$ cat src/rtl/ram1_shared_responder_pkg.sv
// Shared definitions for the parallel-core 1-bit RAM responder.
package ram1_shared_responder_pkg;

    localparam int unsigned DEFAULT_NUM_PORTS = 4;
    localparam int unsigned DEFAULT_ADDR_W    = 6;

    // SERVE arbitrates core accesses; CLEAR sweeps zeros through the whole array.
    typedef enum logic {
        StServe = 1'b0,
        StClear = 1'b1
    } state_e;

endpackage

$ cat src/rtl/ram1_shared_responder_rr_arbiter.sv
// Combinational round-robin picker: one-hot selection of the first request at or after rr_ptr.
module rr_arbiter
    import ram1_shared_responder_pkg::*;
#(
    parameter int unsigned NUM_PORTS = DEFAULT_NUM_PORTS,
    parameter int unsigned PTR_W     = (NUM_PORTS > 1) ? $clog2(NUM_PORTS) : 1
) (
    input  logic [NUM_PORTS-1:0] req,
    input  logic [PTR_W-1:0]     rr_ptr,
    output logic [NUM_PORTS-1:0] sel
);

    logic [2*NUM_PORTS-1:0] req_dbl;
    logic [2*NUM_PORTS-1:0] sel_dbl;
    logic [NUM_PORTS-1:0]   req_rot;
    logic [NUM_PORTS-1:0]   pick;
    logic                   found;

    // Rotate so rr_ptr sits at bit 0, take the lowest set bit, then rotate back.
    always_comb begin
        req_dbl = {req, req} >> rr_ptr;
        req_rot = req_dbl[NUM_PORTS-1:0];
        pick    = '0;
        found   = 1'b0;
        for (int i = 0; i < NUM_PORTS; i++) begin
            if (!found && req_rot[i]) begin
                pick[i] = 1'b1;
                found   = 1'b1;
            end
        end
        sel_dbl = {pick, pick} << rr_ptr;
        sel     = sel_dbl[2*NUM_PORTS-1:NUM_PORTS];
    end

endmodule

$ cat src/rtl/ram1_shared_responder.sv
// Single-port 1-bit RAM shared by several cores through a round-robin arbiter,
// with a full-array clear sweep after reset or on request.
module ram1_shared_responder
    import ram1_shared_responder_pkg::*;
#(
    parameter int unsigned NUM_PORTS = DEFAULT_NUM_PORTS,
    parameter int unsigned ADDR_W    = DEFAULT_ADDR_W
) (
    input  logic                        clk,
    input  logic                        reset,
    input  logic                        clear,
    input  logic [NUM_PORTS-1:0]        req,
    input  logic [NUM_PORTS-1:0]        we,
    input  logic [NUM_PORTS*ADDR_W-1:0] addr,
    input  logic [NUM_PORTS-1:0]        wdata,
    output logic [NUM_PORTS-1:0]        gnt,
    output logic                        rdata,
    output logic                        busy
);

    localparam int unsigned PTR_W = (NUM_PORTS > 1) ? $clog2(NUM_PORTS) : 1;
    localparam int unsigned DEPTH = 2 ** ADDR_W;

    state_e                state_q;
    logic [PTR_W-1:0]      rr_ptr_q;
    logic [PTR_W-1:0]      rr_ptr_d;
    logic [ADDR_W-1:0]     clr_addr_q;
    logic [NUM_PORTS-1:0]  gnt_q;
    logic                  rdata_q;
    logic                  mem_q [DEPTH];

    logic [NUM_PORTS-1:0]  sel;
    logic                  sel_any;
    logic [ADDR_W-1:0]     sel_addr;
    logic                  sel_we;
    logic                  sel_wdata;

    rr_arbiter #(
        .NUM_PORTS (NUM_PORTS),
        .PTR_W     (PTR_W)
    ) u_rr_arbiter (
        .req    (req),
        .rr_ptr (rr_ptr_q),
        .sel    (sel)
    );

    // Steer the winning port's access fields and compute the pointer that follows it.
    always_comb begin
        sel_any   = |sel;
        sel_addr  = '0;
        sel_we    = 1'b0;
        sel_wdata = 1'b0;
        rr_ptr_d  = rr_ptr_q;
        for (int p = 0; p < NUM_PORTS; p++) begin
            if (sel[p]) begin
                sel_addr  = addr[p*ADDR_W +: ADDR_W];
                sel_we    = we[p];
                sel_wdata = wdata[p];
                rr_ptr_d  = PTR_W'((p + 1) % NUM_PORTS);
            end
        end
    end

    // Serve/clear FSM; grant, read data and memory all update on the same edge.
    always_ff @(posedge clk) begin
        if (reset) begin
            state_q    <= StClear;
            clr_addr_q <= '0;
            rr_ptr_q   <= '0;
            gnt_q      <= '0;
            rdata_q    <= 1'b0;
        end else begin
            unique case (state_q)
                StServe: begin
                    if (clear) begin
                        // Clear beats any pending request; requests stay pending.
                        state_q    <= StClear;
                        clr_addr_q <= '0;
                        gnt_q      <= '0;
                    end else begin
                        gnt_q <= sel;
                        if (sel_any) begin
                            rr_ptr_q <= rr_ptr_d;
                            if (sel_we) begin
                                mem_q[sel_addr] <= sel_wdata;
                            end else begin
                                rdata_q <= mem_q[sel_addr];
                            end
                        end
                    end
                end
                StClear: begin
                    gnt_q             <= '0;
                    mem_q[clr_addr_q] <= 1'b0;
                    clr_addr_q        <= clr_addr_q + 1'b1;
                    if (clr_addr_q == '1) begin
                        state_q <= StServe;
                    end
                end
                default: begin
                    state_q    <= StClear;
                    clr_addr_q <= '0;
                end
            endcase
        end
    end

    assign gnt   = gnt_q;
    assign rdata = rdata_q;
    assign busy  = (state_q == StClear);

endmodule

$ cat config.mk
export PLATFORM = sky130hd
export DESIGN_NAME = ram1_shared_responder
export DESIGN_NICKNAME = d
export VERILOG_FILES = /design/src/rtl/ram1_shared_responder_pkg.sv /design/src/rtl/ram1_shared_responder_rr_arbiter.sv /design/src/rtl/ram1_shared_responder.sv
export SDC_FILE = /design/constraint.sdc
export NUM_CORES = 1
export LEC_CHECK = 0
export CAP_MARGIN = 10
export CORE_MARGIN = 1
export CORE_UTILIZATION = 63
export CTS_BUF_LIST = sky130_fd_sc_hd__clkbuf_4
export DETAILED_ROUTE_END_ITERATION = 6
export PLACE_DENSITY_LB_ADDON = 0.3
export SETUP_SLACK_MARGIN = 0.3
export SYNTH_ARGS = -nofsm -noshare
export SYNTH_HDL_FRONTEND = slang
export SYNTH_HIERARCHICAL = 1
export SYNTH_SLANG_ARGS = --single-unit
export TNS_END_PERCENT = 30
$ cat constraint.sdc
create_clock -name clk -period 7.5 [get_ports clk]
set_clock_uncertainty 0.05 [all_clocks]
set_input_delay 1.125 -clock clk [delete_from_list [all_inputs] [get_ports clk]]
set_output_delay 1.125 -clock clk [all_outputs]
set_load 0.02 [all_outputs]
* Word level (Yosys, flattened, before mapping)
Memories as Yosys holds them, arrays and structs flattened. A register that Yosys moved wholly into a read port is not among the register bits. Index checks and enable logic that the tools add are counted.
Operators by class: bitwise logic cells 3, multiplexer cells 41, add/sub/neg operators 1, equality and inequality tests 2, reduce and logical (&&, ||, !) cells 11, shifts and indexed selects 2
Operator list (number):
- $mux 6 | 6
- $mux 1 | 27
- $pmux 6 s2 | 1
- $mux 2 | 4
- $pmux 4 s2 | 1
- $reduce_and 4->1 | 2
- $shl 8x2->8 | 1
- $shr 8x2->4 | 1
- $add 6x1->6 const B | 1
- $eq 6x6->1 const B | 1
- $mux 4 | 1
- $reduce_bool 4->1 | 1
- $reduce_or 4->1 | 1
- $logic_and 1x1->1 | 3
- $logic_not 1->1 | 3
- $not 1->1 | 3
- $ne 2x2->1 const B | 1
- $pmux 1 s2 | 1
- $reduce_or 1->1 | 1
Storage, ports and cells: bits of input ports 39, RAM bits 64, logic and storage cells 65, register bits 13, memories kept 1
Memories:
- mem_q | depth 64, bits a word 1, read ports 1, clocked after Yosys merged registers in 1, write ports 1, line ram1_shared_responder.sv:30 | logic mem_q [DEPTH];

* Longest topological paths before layout
Gate-level depths: netlist (run 1).
depth after elaboration 23, depth in mapped cells 14, depth with buffers taken out 11

* By module
The synthesis (run 1) kept the hierarchy.
By module, submodules not included:
- ram1_shared_responder | instances 1, cells each 428, area each 4184.0 um2, seq. area each 2202.1 um2
- rr_arbiter | instances 1, cells each 17, area each 103.8 um2, seq. area each 0.0 um2

* Least setup slack after synthesis (run 1)
No wires, ideal clock.
kind input-to-reg, from in req[2], to mem mem_q[0], data pin, buffers on the path 2, stages on the path 11, data required time 6.951 ns, setup time 0.499 ns, slack 3.232 ns, arrival 3.718 ns, cells stage by stage nor2b_1 o21ai_0 and3_1 buf_2 buf_2 a21oi_1 nor2_1 a21oi_1 nor2_1 a21oi_1 nor2_1
RTL lines:
- start, declared | line ram1_shared_responder.sv:12 | input logic [NUM_PORTS-1:0] req,
- $shr 8x2->4 (*) | line ram1_shared_responder_rr_arbiter.sv:21 | req_dbl = {req, req} >> rr_ptr;
- $mux 1 | line ram1_shared_responder_rr_arbiter.sv:26 | if (!found && req_rot[i]) begin
- $logic_not 1->1 | line ram1_shared_responder_rr_arbiter.sv:26
- $logic_and 1x1->1 | line ram1_shared_responder_rr_arbiter.sv:26
- $mux 1 | line ram1_shared_responder_rr_arbiter.sv:26
- $logic_not 1->1 | line ram1_shared_responder_rr_arbiter.sv:26
- $logic_and 1x1->1 | line ram1_shared_responder_rr_arbiter.sv:26
- $mux 1 | line ram1_shared_responder_rr_arbiter.sv:26
- $logic_not 1->1 | line ram1_shared_responder_rr_arbiter.sv:26
- $logic_and 1x1->1 | line ram1_shared_responder_rr_arbiter.sv:26
- $mux 1 | line ram1_shared_responder_rr_arbiter.sv:26
- $shl 8x2->8 (*) | line ram1_shared_responder_rr_arbiter.sv:31 | sel_dbl = {pick, pick} << rr_ptr;
- net sel[1] | line ram1_shared_responder.sv:32 | logic [NUM_PORTS-1:0] sel;
- $mux 1 (*) (3 in series) | line ram1_shared_responder.sv:55 | if (sel[p]) begin
- $mux 1 (no line) (*)
- end, declared | line ram1_shared_responder.sv:30
The timed path passes the listed nets; every way through them passes the cells marked *.

* Worst setup path in the final report (run 1)
from in req[2], to mem mem_q[41], enable pin
RTL lines:
- $shr 8x2->4 (*) | line ram1_shared_responder_rr_arbiter.sv:21
- $mux 1 | line ram1_shared_responder_rr_arbiter.sv:26
- $logic_not 1->1 | line ram1_shared_responder_rr_arbiter.sv:26
- $logic_and 1x1->1 | line ram1_shared_responder_rr_arbiter.sv:26
- $mux 1 | line ram1_shared_responder_rr_arbiter.sv:26
- $logic_not 1->1 | line ram1_shared_responder_rr_arbiter.sv:26
- $logic_and 1x1->1 | line ram1_shared_responder_rr_arbiter.sv:26
- $mux 1 | line ram1_shared_responder_rr_arbiter.sv:26
- [4 not listed]
- net sel[1] | line ram1_shared_responder.sv:32
- $mux 1 (3 in series) | line ram1_shared_responder.sv:55
- $mux 1 | line ram1_shared_responder.sv:84 | if (sel_we) begin
- $mux 1 | line ram1_shared_responder.sv:82 | if (sel_any) begin
- $mux 1 | line ram1_shared_responder.sv:75 | if (clear) begin
- $mux 1 | line ram1_shared_responder.sv:73 | unique case (state_q)
- $mux 1 | line ram1_shared_responder.sv:66 | if (reset) begin
- $mux 1 (not written as such) | line ram1_shared_responder.sv:85 | mem_q[sel_addr] <= sel_wdata;
- $mux 1 (no line)
Marks and branches as above.

==> impl_metrics.tcl, run 1 <==
set metrics [dict create \
    die_area_um2 7140 \
    clock-sinks 78 \
    wirelength_um 10400 \
    tns_ps 0 \
    insertion_delay_ps 450 \
    cts_made_buffers 9 \
    p_clk_share_pct 27.1 \
    hp-class "flop to flop" \
    critical_path_arrival_ps 4620 \
    final_cells 553 \
    intPower_w 0.0006027 \
    rows 29 \
    fmax_ghz 0.2211 \
    hold_buffers 0 \
    cts.repair.resized 0 \
    power_frac_seq_pct 55.3 \
    ys_types 66 \
    die_h_um 84.50 \
    startpoint_type "input pin" \
    critPathSlowestCell "o31ai_4" \
    finalMaxSlewViolations 0 \
    fp.dieW_um 84.50 \
    cp_common_cell "nor2_1" \
    end_kind "flop" \
    drc 11 \
    synth_edf_count 64 \
    irDropWorstVdd_mv 0.1511 \
    p_comb_share_pct 17.6 \
    finalWeightedCongestion 0.8521 \
    postRouteAntennaNets 0 \
    start_util_pct 66.39 \
    min_period_ps 4523 \
    post_cts_buffers 0 \
    finalHoldViolations 0 \
    clk_path_buf_depth 2 \
    fillers 491 \
    track_usage_pct 29.93 \
    synth_nets 485 \
    first_pass_iters 7 \
    crit_required_ps 7590 \
    antenna_found_initial 0 \
    worst_pin_slew_ps 986.9 \
    grt_setup_unrepaired "no" \
    worstSetupPathType "input pin to flop" \
    overflow 0 \
    violations "DRC" \
    cts_root_buf "clkbuf_4" \
    grt_max_degree 65 \
    cts_tree "yes" \
    outcome "complete, but fails checks" \
    drive_gt1_share_pct 7.353 \
    yosysTopAreaCellShare_pct 44.82 \
    multiInputGateArea_um2 1907 \
    netlist_instances 445 \
    slowest_delay_ps 790 \
    p_sw_share_pct 30.07 \
    antennaDiodeCount 0 \
    synthesis.area_um2 4288 \
    grt_pass1_vias 3361 \
    synth_common_cells "nor2_1 (82), nand2_1 (69), edfxtp_1 (64)" \
    pwr_density_cell_nw_per_um2 179.6 \
    yosys_warnings 6 \
    setup_violations 0 \
    path_cells "clkdlybuf4s50_1, nor2b_1, o21ai_0, and3_1, and4bb_4, o31ai_4, o21ai_1, nor2_1, nand2_1, nor2_1" \
    slew_headroom_pct 34.20 \
    htree_levels 3 \
    path_max_fanout 22 \
    synth.top_cells.by_area "edfxtp_1 (45%), nor2_1 (7.2%), dfxtp_1 (6.5%)" \
    dp_cells 537 \
    synth-main-ff-cell "edfxtp_1" \
    path_clk_slew_ps 140 \
    p_sw_w 0.0002592 \
    via_count 3629 \
    synthArstFlopShare_pct 0 \
    grt_pass1_wl_um 16500 \
    synth.largest_area_cell "edfxtp_1" \
    fin_crit_sh_pct 60.31 \
    ys_seq_area_share_pct 51.36 \
    synth_seq_cells 78 \
    regArea_um2 2202 \
    first_iter_violations 372 \
    avgSynthCellArea_um2 9.636 \
    total_power_w 0.0008619 \
    cp_top_family "simple AND/OR/NAND/NOR gates" \
    fin_util_pct 74.31 \
    io_pins 45 \
    io_buffer_count 44 \
    fin_nets 511 \
    synth_most_common_cell "nor2_1" \
    core-area_um2 6459 \
    routed_via_density 6.562 \
    maxCapViolCount 0 \
    worst-path-buf-inv 1 \
    reg2reg_setup_slack_ps 3750 \
    wire_per_inst_um 18.81 \
    syn_to_final_growth_pct 11.93 \
    dp_hpwl_um 6962 \
    p_leak_nw 1.574 \
]
==> registers in the layout (all words and copies together) (netlist names) <==
register    cells
busy            1
clr_addr_q      6
rr_ptr_q        2
rdata           1
mem_q          64
gnt             4
==> cell type report <==
class | instances | area share [%]
Timing Repair Buffer | 46 | 9.489
Clock buffer | 9 | 1.408
Tap cell | 77 | 2.007
Inverter | 4 | 0.3128
Sequential cell | 78 | 45.88
Multi-Input combinational cell | 332 | 39.73
Clock inverter | 7 | 1.173
==> cells in the final DEF (no fill, tap or decap), types with 3 or more instances in the layout <==
master / n
nand4_1: 4
o32ai_1: 3
o21ai_0: 11
nand2b_1: 10
and3_1: 4
a21oi_1: 36
nor3_1: 4
nor2_1: 81
a2bb2oi_1: 3
o31a_1: 4
a221oi_1: 4
nor2b_1: 5
nor3b_1: 4
edfxtp_1: 64
a21o_1: 4
nand3_1: 9
inv_1: 3
clkbuf_4: 9
a311oi_1: 7
nand2_1: 69
dfxtp_1: 14
inv_6: 3
mux2i_1: 7
clkinvlp_4: 4
clkdlybuf4s50_1: 44
o21ai_1: 3
nand3b_1: 6
and2_1: 5
==> kinds of logic after synthesis <==
group                      after synthesis  share of synthesized area, %
and+or+nand+nor                        211                         22.96
AOI/OAI and AO/OA                      112                         19.26
DFF                                     78                         51.36
buffers and inverters                   35                         4.231
muxes                                    8                         1.897
adders and majority gates                1                        0.2918
==> metal layers <==
layer | global-route usage [%] | vias to the layer above | share of wire, %
met4 | 8.320 | 0 | 1.7
met3 | 6.391 | 17 | 10
met5 | 0 | - | 0
met2 | 50.55 | 191 | 48
met1 | 39.39 | 1740 | 40
li1 | - | 1681 | -
==> final timing paths <==
path	endpoint	from	depth (start not counted)
worst max-delay path	mem_q[41]$_DFFE_PP_	req[2]	10
worst min-delay path	clr_addr_q[5]$_SDFFE_PP0P_	clr_addr_q[5]$_SDFFE_PP0P_	1
worst max register to register	mem_q[41]$_DFFE_PP_	rr_ptr_q[0]$_SDFFE_PP0P_	9
worst min register to register	clr_addr_q[5]$_SDFFE_PP0P_	clr_addr_q[5]$_SDFFE_PP0P_	1
==> power by group through the flow <==
stage               registers, W  logic (W)  clock network (W)
floorplan               0.000484   0.000105                  0
global placement        0.000486   0.000146                  0
detailed placement      0.000486   0.000149                  0
CTS                     0.000476   0.000150           0.000231
global route            0.000477   0.000164           0.000248
finish                  0.000476   0.000152           0.000234
==> per-stage QoR <==
| stage | hold WS [ps] | area (um^2) | setup slack (ps) |
|---|---|---|---|
| 2_1_floorplan | 423.5 | 4288 | 3232 |
| 4_1_cts | 488.4 | 4800 | 3071 |
| 3_3_place_gp | 466.5 | 4676 | 2764 |
| 3_5_place_dp | 463.2 | 4676 | 2635 |
| 5_1_grt | 515.5 | 4800 | 2829 |
| 6_report | 502.7 | 4800 | 2977 |
Power figures use the tool's default switching activity.
==> inputs of run 2 (changes only) <==
Settings changed: CORE_UTILIZATION 63 to 59.
Clock period 7.5 ns to 4.4 ns, I/O delays scaled along.
==> impl_metrics.tcl, run 2 (same netlist as run 1, synthesis figures left out) <==
set metrics [dict create \
    hold_depth 1 \
    io_buffer_count 44 \
    grt_pass1_vias 3374 \
    fillers 555 \
    multiInputGateArea_um2 1912 \
    p_sw_w 0.0004257 \
    reg2reg_setup_slack_ps 1000 \
    dr_wl_met2_um 4838 \
    via_count 3593 \
    cts_root_buf "clkbuf_4" \
    drive_gt1_share_pct 8.678 \
    hold_end "clr_addr_q[5]$_SDFFE_PP0P_" \
    pwr_density_cell_nw_per_um2 318.5 \
    fmax_ghz 0.2762 \
    top_layer "met4" \
    post_cts_buffers 0 \
    startpoint_type "input pin" \
    cts_tree "yes" \
    maxCapViolCount 0 \
    wl_met3_um 913 \
    hold_buffers 0 \
    wire_per_inst_um 18.15 \
    setup_violations 0 \
    routed_via_density 6.195 \
    rows 30 \
    fp.dieW_um 87.25 \
    first_iter_violations 283 \
    outcome "completed" \
    regArea_um2 2202 \
    antenna_found_initial 0 \
    r2r_cells 10 \
    path_clk_slew_ps 130 \
    postRouteAntennaNets 0 \
    met1_length_um 4481 \
    clk_path_buf_depth 2 \
    crit_required_ps 4730 \
    mostFrequentLayoutCells "nor2_1 (81), nand2_1 (69), edfxtp_1 (64)" \
    power_frac_seq_pct 51.7 \
    irDropWorstVdd_mv 0.2320 \
    io_pins 45 \
    tns_ps 0 \
    final_common_cell "nor2_1" \
    grt_pass1_wl_um 16270 \
    die_area_um2 7613 \
    drc 0 \
    path_max_fanout 23 \
    fin_nets 519 \
    antennaDiodeCount 0 \
    min_period_ps 3621 \
    syn_to_final_growth_pct 15.00 \
    worst_pin_slew_ps 1165 \
    finalHoldViolations 0 \
    grt_max_degree 65 \
    worstSetupPathType "input pin to flop" \
    r2r-start "rr_ptr_q[1]$_SDFFE_PP0P_" \
    critical_path_arrival_ps 3950 \
    wirelength_um 10530 \
    min-delay-start "clr_addr_q[5]$_SDFFE_PP0P_" \
    die_h_um 87.25 \
    p_leak_nw 1.646 \
    insertion_delay_ps 430 \
    first_pass_iters 5 \
    cts.repair.resized 0 \
    p_clk_share_pct 31.3 \
    slew_headroom_pct 22.12 \
    htree_levels 3 \
    regMostFlops "mem_q" \
    core-area_um2 6907 \
    finalWeightedCongestion 0.8890 \
    p_comb_share_pct 17.0 \
    grt_setup_unrepaired "no" \
    end_kind "flop" \
    reg2reg_to "rdata$_SDFFE_PP0P_" \
    track_usage_pct 28.79 \
    p_sw_share_pct 27.10 \
    largest_reg_flops 64 \
    start_util_pct 62.08 \
    cts_made_buffers 9 \
    finalMaxSlewViolations 0 \
    fin_crit_sh_pct 82.29 \
    overflow 0 \
    intPower_w 0.001145 \
    dp_hpwl_um 7259 \
    clock-sinks 78 \
    fin_util_pct 71.39 \
    hp-class "flop to flop" \
]
==> run 2: layout make-up <==
cell class,instances,area share (%)
timing repair buffer,54,10.45
tap,96,2.436
multi-input combinational,332,38.77
sequential,78,44.66
clock inverter,7,2.005
inverter,4,0.3045
clock buffer,9,1.370
==> run 2: worst max-delay path, cell delays in order <==
cell and delay [ps]:
clkdlybuf4s50_1 470, a21o_1 210, a21oi_1 130, o21a_1 330, nor3b_2 330, a211o_1 660
a21oi_1 140, a221oi_2 360, o21ai_0 130, a311o_1 370, nor3_2 140
==> run 2: metrics by stage <==
| stage | hold slack, ps | std cells | instance area [um^2] | power [W] | setup WS [ps] |
|---|---|---|---|---|---|
| after floorplan | 423.5 | 445 | 4288 | 0.001004 | 597.4 |
| after global placement | 494.4 | 564 | 4765 | 0.001084 | 553.0 |
| after detailed placement | 494.0 | 564 | 4765 | 0.001089 | 425.3 |
| after CTS | 514.6 | 580 | 4931 | 0.001569 | 823.4 |
| after global routing | 523.3 | 580 | 4931 | 0.001623 | 512.3 |
| final | 513.8 | 580 | 4931 | 0.001571 | 779.3 |
==> run 2: power by group through the flow <==
stage / registers, W / logic, W / clock network [W]
after detailed placement: 0.000829 / 0.000260 / 0
after floorplan: 0.000825 / 0.000178 / 0
final: 0.000812 / 0.000266 / 0.000492
after global placement: 0.000828 / 0.000256 / 0
after global routing: 0.000813 / 0.000287 / 0.000523
after CTS: 0.000812 / 0.000262 / 0.000495
==> run 2: worst max path at each step <==
stage | from | endpoint | slack [ps] | depth (start not counted)
floorplan | req[2] | mem_q[0]$_DFFE_PP_ | 600 | 11
global placement | req[2] | rdata$_SDFFE_PP0P_ | 550 | 12
detailed placement | req[3] | mem_q[24]$_DFFE_PP_ | 430 | 10
CTS | req[3] | rdata$_SDFFE_PP0P_ | 820 | 11
global route | req[3] | rdata$_SDFFE_PP0P_ | 510 | 11
finish | req[3] | rdata$_SDFFE_PP0P_ | 780 | 11
==> run 2: routing by layer <==
metal / track usage [%] / vias to the layer above
met5: 0 / -
met4: 12.82 / 0
met3: 7.393 / 27
met2: 46.66 / 176
met1: 36.49 / 1697
li1: - / 1693
==> inputs of run 3 (changes only) <==
Clock period 4.4 ns to 3.75 ns, I/O delays scaled along.
==> impl_metrics.tcl, run 3 (same netlist as run 1, synthesis figures left out) <==
set metrics [dict create \
    outcome "completed" \
    dp_cells 575 \
    cts_root_buf "clkbuf_4" \
    cp_common_cell "a21oi_1" \
    slew_headroom_pct 62.25 \
    io_buffer_count 44 \
    die_area_um2 7613 \
    grt_setup_unrepaired "yes" \
    fin_crit_sh_pct 87.71 \
    hp-class "flop to flop" \
    end_kind "flop" \
    final_common_cell "nor2_1" \
    antennaDiodeCount 0 \
    fin_nets 530 \
    p_leak_nw 1.689 \
    reg2reg_setup_slack_ps 610 \
    core-area_um2 6907 \
    finalHoldViolations 0 \
    clock-sinks 78 \
    regArea_um2 2202 \
    rows 30 \
    cts_tree "yes" \
    die_h_um 87.25 \
    timing.hold.ws_ps 503.5 \
    cts_made_buffers 9 \
    worst-path-buf-inv 3 \
    antenna_found_initial 0 \
    maxCapViolCount 0 \
    via_count 3694 \
    path_clk_slew_ps 150 \
    wire_per_inst_um 18.25 \
    critPathSlowestCell "clkdlybuf4s50_1" \
    drive_gt1_share_pct 13.33 \
    fillers 556 \
    grt_pass1_vias 3376 \
    tns_ps 0 \
    routed_via_density 6.250 \
    clk_path_buf_depth 2 \
    start_util_pct 62.08 \
    startpoint_type "input pin" \
    path_max_fanout 15 \
    min_period_ps 3289 \
    insertion_delay_ps 450 \
    slowest_delay_ps 470 \
    crit_required_ps 4090 \
    cts.repair.resized 0 \
    finalMaxSlewViolations 0 \
    grt_max_degree 65 \
    path_cells "clkdlybuf4s50_1, a21o_1, a21oi_1, o21a_1, buf_12, nor3b_2, a211o_1, buf_4, a21oi_1, a22oi_1, a311oi_1, a311o_1, nor3_2" \
    wirelength_um 10790 \
    fp.dieW_um 87.25 \
    io_pins 45 \
    post_cts_buffers 0 \
    cp_top_family "compound AO/OA/AOI/OAI gates" \
    pwr_density_cell_nw_per_um2 350.8 \
    hold_buffers 0 \
    postRouteAntennaNets 0 \
    track_usage_pct 29.91 \
    first_pass_iters 6 \
    critical_path_arrival_ps 3630 \
    overflow 0 \
    drc 0 \
    syn_to_final_growth_pct 17.57 \
    dp_hpwl_um 7364 \
    largest_reg_flops 64 \
    mostFrequentLayoutCells "nor2_1 (79), edfxtp_1 (64), nand2_1 (62)" \
    first_iter_violations 349 \
    grt_pass1_wl_um 16860 \
    irDropWorstVdd_mv 0.2463 \
    final_cells 591 \
    multiInputGateArea_um2 1944 \
    regMostFlops "mem_q" \
    setup_violations 0 \
    htree_levels 3 \
    worst_pin_slew_ps 562.5 \
    finalWeightedCongestion 0.9174 \
    worstSetupPathType "input pin to flop" \
    fmax_ghz 0.3040 \
]
[run 3: changes by cell type in the layout (fill, tap and decap cells not counted), sizes merged]
cell / change
buf: +11
bufinv: -2
clkinv: -4
clkinvlp: +4
inv: +2
[run 3: metrics by stage]
step,setup WS [ps],total power (W),area [um^2],util [%]
finish,460.7,0.001768,5041,72.99
global placement,63.63,0.001295,4880,70.65
CTS,405.9,0.001756,5004,72.45
floorplan,722.2,0.001178,4290,-
detailed placement,-62.84,0.001300,4880,70.65
global route,256.4,0.001827,5041,72.99
[run 3: metal layers]
layer	wire length [um]	GRT usage, %
met1	4365	38.19
met2	5026	48.65
met3	1101	7.488
met4	294	12.67
met5	0	0
[run 3: final timing paths]
kind,end,depth (start not counted),startpoint
worst min register to register,clr_addr_q[5]$_SDFFE_PP0P_,1,clr_addr_q[5]$_SDFFE_PP0P_
worst min-delay path,clr_addr_q[5]$_SDFFE_PP0P_,1,clr_addr_q[5]$_SDFFE_PP0P_
worst max register to register,rdata$_SDFFE_PP0P_,12,rr_ptr_q[0]$_SDFFE_PP0P_
worst max-delay path,rdata$_SDFFE_PP0P_,13,req[3]
[run 3: final cells by class]
type | count | share of cell area [%]
Tap cell | 96 | 2.383
Sequential cell | 78 | 43.68
Clock buffer | 9 | 1.340
Inverter | 4 | 0.2978
Multi-Input combinational cell | 332 | 38.57
Timing Repair Buffer | 65 | 12.61
Clock inverter | 7 | 1.117
[run 3: power by group]
part	internal, W	switching, W
sequential	0.000945	0.00000718
clock	0.000141	0.000331
combinational	0.000146	0.000198
total	0.00123	0.000536
